===== config.mk =====
export PLATFORM = sky130hd
export DESIGN_NAME = spi_cmd_assembler
export DESIGN_NICKNAME = d
export VERILOG_FILES = /design/src/rtl/spi_cmd_pkg.sv /design/src/rtl/frame_timeout_counter.sv /design/src/rtl/spi_cmd_assembler.sv
export SDC_FILE = /design/constraint.sdc
export NUM_CORES = 1
export LEC_CHECK = 0
export ABC_CLOCK_PERIOD_IN_PS = 2100
export CAP_MARGIN = 20
export CORE_AREA = 2 2 78 80
export DETAILED_ROUTE_END_ITERATION = 16
export DIE_AREA = 0 0 80 82
export PLACE_DENSITY_LB_ADDON = 0.05
export SYNTH_ARGS = -nofsm -noshare
export SYNTH_HDL_FRONTEND = slang
export SYNTH_SLANG_ARGS = --single-unit

===== constraint.sdc =====
create_clock -name clk -period 2.1 [get_ports clk]
set_clock_uncertainty 0.05 [all_clocks]
set_input_delay 0.42 -clock clk [delete_from_list [all_inputs] [get_ports clk]]
set_output_delay 0.42 -clock clk [all_outputs]
set_load 0.01 [all_outputs]

===== src/rtl/spi_cmd_pkg.sv =====
// Shared types for the SPI nibble-to-command assembler: FSM states, opcode names, nibble width.
package spi_cmd_pkg;

   localparam int NIB_W = 4;

   typedef enum logic [1:0] {IDLE, GOT_OP, GOT_A, HOLD} asm_state_t;

   typedef enum logic [2:0] {ADD, SUB, AND, OR, XOR, SHL, SHR, PASS} opcode_t;

endpackage


===== src/rtl/frame_timeout_counter.sv =====
// Saturating inter-nibble gap counter; expired is asserted while running at count TIMEOUT_CYCLES-1.
// Latency: the count updates one cycle after run/clr. There is no backpressure; clr has priority over run.
module frame_timeout_counter #(
   parameter int TIMEOUT_CYCLES = 50_000_000
) (
   input  logic clk,
   input  logic reset_n,
   input  logic run,
   input  logic clr,
   output logic expired
);

   localparam int CNT_W = (TIMEOUT_CYCLES > 2) ? $clog2(TIMEOUT_CYCLES) : 1;
   localparam logic [CNT_W-1:0] LAST = CNT_W'(TIMEOUT_CYCLES - 1);

   logic [CNT_W-1:0] r_count;

   always_ff @(posedge clk) begin
      if (!reset_n) begin
         r_count <= '0;
      end else if (clr) begin
         r_count <= '0;
      end else if (run && (r_count != LAST)) begin
         r_count <= r_count + CNT_W'(1);
      end
   end

   assign expired = run && (r_count == LAST);

endmodule


===== src/rtl/spi_cmd_assembler.sv =====
// Gathers opcode/A/B nibbles into one command and presents it on a valid/ready handshake with sticky error flags.
// Latency: cmd_valid rises one cycle after the third nibble. A nibble that arrives while a command is held without transfer is dropped.
module spi_cmd_assembler
   import spi_cmd_pkg::*;
#(
   parameter int TIMEOUT_CYCLES = 50_000_000
) (
   input  logic             clk,
   input  logic             reset_n,
   input  logic [NIB_W-1:0] nib_data_in,
   input  logic             nib_valid_in,
   output logic [2:0]       cmd_opcode,
   output logic [NIB_W-1:0] cmd_a,
   output logic [NIB_W-1:0] cmd_b,
   output logic             cmd_valid,
   input  logic             cmd_ready,
   output logic             busy,
   output logic             err_overrun,
   output logic             err_timeout,
   output logic             err_badop,
   input  logic             err_clr
);

   asm_state_t       r_state;
   asm_state_t       w_state_nxt;
   opcode_t          r_op;
   logic [NIB_W-1:0] r_a;
   logic [NIB_W-1:0] r_b;
   logic             r_ovr;
   logic             r_to;
   logic             r_bad;

   logic w_xfer;
   logic w_open;
   logic w_run;
   logic w_expired;
   logic w_nib_acc;
   logic w_ld_op;
   logic w_ld_a;
   logic w_ld_b;
   logic w_set_ovr;
   logic w_set_to;
   logic w_set_bad;

   assign w_xfer = (r_state == HOLD) && cmd_ready;
   // A transfer frees the slot in the same cycle, so a nibble then is a fresh opcode.
   assign w_open = (r_state == IDLE) || w_xfer;
   assign w_run  = (r_state == GOT_OP) || (r_state == GOT_A);

   always_comb begin
      w_state_nxt = r_state;
      w_nib_acc   = 1'b0;
      w_ld_op     = 1'b0;
      w_ld_a      = 1'b0;
      w_ld_b      = 1'b0;
      w_set_ovr   = 1'b0;
      w_set_to    = 1'b0;
      w_set_bad   = 1'b0;
      if (w_open) begin
         w_state_nxt = IDLE;
         if (nib_valid_in) begin
            if (nib_data_in[NIB_W-1]) begin
               w_set_bad = 1'b1;
            end else begin
               w_ld_op     = 1'b1;
               w_nib_acc   = 1'b1;
               w_state_nxt = GOT_OP;
            end
         end
      end else begin
         case (r_state)
            GOT_OP: begin
               if (nib_valid_in) begin
                  w_ld_a      = 1'b1;
                  w_nib_acc   = 1'b1;
                  w_state_nxt = GOT_A;
               end else if (w_expired) begin
                  w_set_to    = 1'b1;
                  w_state_nxt = IDLE;
               end
            end
            GOT_A: begin
               if (nib_valid_in) begin
                  w_ld_b      = 1'b1;
                  w_nib_acc   = 1'b1;
                  w_state_nxt = HOLD;
               end else if (w_expired) begin
                  w_set_to    = 1'b1;
                  w_state_nxt = IDLE;
               end
            end
            HOLD: begin
               w_set_ovr = nib_valid_in;
            end
            default: begin
               w_state_nxt = IDLE;
            end
         endcase
      end
   end

   frame_timeout_counter #(
      .TIMEOUT_CYCLES(TIMEOUT_CYCLES)
   ) u_timeout (
      .clk     (clk),
      .reset_n (reset_n),
      .run     (w_run),
      .clr     (w_nib_acc || !w_run),
      .expired (w_expired)
   );

   always_ff @(posedge clk) begin
      if (!reset_n) begin
         r_state <= IDLE;
      end else begin
         r_state <= w_state_nxt;
      end
   end

   always_ff @(posedge clk) begin
      if (!reset_n) begin
         r_op  <= ADD;
         r_a   <= '0;
         r_b   <= '0;
         r_ovr <= 1'b0;
         r_to  <= 1'b0;
         r_bad <= 1'b0;
      end else begin
         if (w_ld_op) r_op <= opcode_t'(nib_data_in[2:0]);
         if (w_ld_a)  r_a  <= nib_data_in;
         if (w_ld_b)  r_b  <= nib_data_in;
         r_ovr <= w_set_ovr || (r_ovr && !err_clr);
         r_to  <= w_set_to  || (r_to  && !err_clr);
         r_bad <= w_set_bad || (r_bad && !err_clr);
      end
   end

   assign cmd_opcode  = r_op;
   assign cmd_a       = r_a;
   assign cmd_b       = r_b;
   assign cmd_valid   = (r_state == HOLD);
   assign busy        = w_run;
   assign err_overrun = r_ovr;
   assign err_timeout = r_to;
   assign err_badop   = r_bad;

endmodule


==> impl_metrics.csv <==
group,metric,value,unit
clock_tree,h-tree-depth,2,
synth,synth_compound_area_share,8.418,%
critical_path,cp_num_buf_inv,1,
synth,synth_top_cell_by_area,"dfxtp_1",
floorplan,die_area,0.006560,mm^2
clock_tree,clockBufferDepth,2,
pwr,p_per_area,570.0,mW/mm^2
synth,synth_most_common_cell,"dfxtp_1",
floorplan,num_rows,28,
critical_path,reg2reg_from,"u_timeout.r_count[7]$_SDFFE_PP0P_",
route,drc,0,
critical_path,reg2reg_to,"u_timeout.r_count[7]$_SDFFE_PP0P_",
global_route,grt_max_degree,20,
clock_tree,post_cts_buffers,0,
clock_tree,clock-sinks,42,
flow_run,cap_violations,0,
route,route.vias.total,1665,
timing,fmax,494.8,MHz
clock_tree,cts_tree,"done",
route,drtIter0Drc,68,
synth,synthTopCellsByCount,"dfxtp_1, nor2_1, nand2_1, xnor2_1, mux2i_1",
synth,synth_fa_ha_area_share,3.189,%
timing,setup_viol,0,
clock_tree,numCtsBuffers,5,
outcome,status,"completed",
timing,grt_setup_unrepaired,"true",
timing,slew_headroom,64.44,%
clock_tree,cts_root_buffer,"clkbuf_8",
cells_and_area,fill_cells,594,
synth,syn_inst,227,
critical_path,cp_slowest_cell,"or4b_1",
critical_path,end_kind,"flop",
cells_and_area,antenna_cells,0,
synth,synthesis.area,0.001962,mm^2
cells_and_area,drive_gt1_share,12.36,%
cells_and_area,stdcell_area,0.002525,mm^2
critical_path,crit_start,"u_timeout.r_count[7]$_SDFFE_PP0P_",
synth,synth_nets,241,
synth,ys_types,35,
critical_path,r2r_slack,80,ps
route,routedWlPerCell,12.90,um
floorplan,die-height,82,um
synth,synth_top_family_by_area,"simple AND/OR/NAND/NOR gates",
cells_and_area,fin_nets,280,
critical_path,cp_data_arrival_time,2170,ps
synth,avgSynthCellArea,8.643,um^2
critical_path,cp-start-kind,"flop",
route,wl,4412,um
clock_tree,cts_hold_buf,0,
route,ant_nets,0,
critical_path,critPathMaxStageDelay,490,ps
placement,dp.final_hpwl,3068,um
route,firstDrtPassIters,4,
synth,synth_seq_cells,42,
critical_path,critPathRequiredTime,2250,ps
critical_path,critPathCapture,"u_timeout.r_count[7]$_SDFFE_PP0P_",
timing,maxSlewViolCount,0,
critical_path,cp.depth,6,
clock_tree,clock_latency,300,ps
global_route,antenna_found_initial,0,
cells_and_area,layout.cells.non_filler,342,
synth,yosys-mux-area-fraction,6.122,%
pwr,p_leak,0.8942,nW
synth,ys_warn_count,0,
floorplan,start_util,34.15,%
synth,synth_top_area_share,42.86,%
global_route,grt_pass1_wl,7031,um
clock_tree,clk_pin_slew_worst_paths,90,ps
global_route,gr-total-overflow,0,
critical_path,reg2regPathDepth,6,
placement,numPlacedInstances,333,
global_route,track_usage,13.92,%
critical_path,worstPathCellList,"or4b_1 -> or4_4 -> nor3_4 -> buf_4 -> or3_1 -> a21oi_2",
synth,synth_xor_area_share,7.143,%
timing,fin_crit_sh,96.24,%
placement,io_buffers,24,
placement,gp_congestion,0.7869,
synth,ys.flop_type,"dfxtp_1",
synth,synth_edf_count,0,
cells_and_area,syn2layout_area_growth,28.70,%
floorplan,ios,25,
synth,yosys.area_share.simple,28.32,%
pwr,vdd_drop_max,0.0003240,V
synth,yosys-top-cells-area,"dfxtp_1, nor2_1, mux2i_1, xnor2_1, ha_1",
critical_path,worst-path-max-fanout,10,
route,routed_via_density,4.868,
worst_hold_path,hp-class,"reg -> reg",
placement,dpl_cell_area,0.002382,mm^2
synth,ys_seq_area_share,42.86,%
timing,min_period,2021,ps
critical_path,worstSetupPathType,"reg -> reg",
timing,tightest_slew,532.8,ps
synth,async_reset_ff_share,0,%
floorplan,fp.dieW,80,um
floorplan,core,0.005746,mm^2
timing,final_hold_viol_count,0,
global_route,grt_pass1_vias,1487,
critical_path,crit_family,"simple AND/OR/NAND/NOR gates",
-- registers in the layout, indices dropped and copies added, names as in the netlist --
name / count
u_timeout.r_count: 26
cmd_a: 4
cmd_b: 4
r_state: 2
err_overrun: 1
cmd_opcode: 3
err_timeout: 1
err_badop: 1
-- per-stage QoR --
step / worst slack [ps] / power (mW) / utilization [%] / setup TNS (ps) / hold WS, ps
after floorplan: 3.828 / 0.8521 / - / 0 / 413.1
after global placement: 77.23 / 0.8995 / 41.46 / 0 / 425.8
after detailed placement: 58.08 / 0.8988 / 41.46 / 0 / 430.0
after CTS: 22.31 / 1.462 / 43.29 / 0 / 452.9
after global routing: -2.174 / 1.500 / 43.95 / -2.174 / 472.6
final: 78.93 / 1.439 / 43.95 / 0 / 443.5
-- power by group --
| group | leakage (nW) | internal (mW) | switching, mW |
|---|---|---|---|
| combinational | 0.506 | 0.0402 | 0.0373 |
| sequential | 0.340 | 0.801 | 0.00279 |
| clock | 0.0482 | 0.266 | 0.292 |
-- worst reg2reg max path, delay by kind of cell (launching register included) --
kind	cells	cell delay (ps)
buffers and inverters	1	190
flip-flops	1	320
AND/OR/NAND/NOR	4	1290
AO/OA/AOI/OAI	1	60
-- placed cells by master, fill, tap and decap left out, drive strengths merged, types with 2 or more instances in the layout --
cell,instances
and3,5
nor4,9
mux2i,12
nand2,13
a22oi,2
inv,7
or3,9
xnor2,13
clkdlybuf4s50,23
nand3,10
nand3b,2
nor2,37
xor2,3
buf,16
ha,5
nor3,9
and4,2
a21oi,12
dfxtp,42
or4,2
clkbuf,7
nand4,8
o21ai,9
and2,2
-- per-layer routing --
layer  global-route usage (%)  vias to the layer above  part of all wire (%)
met5                        0                        -                     0
met4                    5.085                        0                  0.57
met1                    19.68                      752                    52
met2                    20.17                       19                    44
li1                         -                      892                     -
met3                    3.846                        2                   3.4
-- cell type report --
cell class	instances	area, um^2	share of cell area (%)
sequential	42	843.3	33.40
inverter	7	26.28	1.041
timing repair buffer	40	389.1	15.41
clock inverter	1	5.005	0.1982
tap	75	93.84	3.717
multi-input combinational	170	1081	42.81
clock buffer	7	86.33	3.419
-- repair_timing --
action / in CTS / in global routing
gates cloned: 0 / 1
gates resized for setup: 2 / 8
pin swaps: 0 / 3
endpoints found under the setup margin: 1 / 7
endpoints found under the hold margin: 0 / 0
-- cells by family after synthesis --
kind of cell,count (synthesis)
buf+inv,15
simple gates,109
xor+xnor,16
compound gates,28
flops,42
fa+ha+maj,5
mux,12
-- worst min path at each step --
stage | from | to | slack (ps) | cells after the start
final | cmd_opcode[1]$_SDFFE_PN0P_ | cmd_opcode[1]$_SDFFE_PN0P_ | 440 | 2
after global routing | u_timeout.r_count[3]$_SDFFE_PP0P_ | u_timeout.r_count[3]$_SDFFE_PP0P_ | 470 | 2
after CTS | u_timeout.r_count[13]$_SDFFE_PP0P_ | u_timeout.r_count[13]$_SDFFE_PP0P_ | 450 | 2
after detailed placement | err_badop$_SDFF_PN0_ | err_badop$_SDFF_PN0_ | 430 | 2
after global placement | err_badop$_SDFF_PN0_ | err_badop$_SDFF_PN0_ | 430 | 2
after floorplan | u_timeout.r_count[13]$_SDFFE_PP0P_ | u_timeout.r_count[13]$_SDFFE_PP0P_ | 410 | 2
Power figures use the tool's default switching activity.
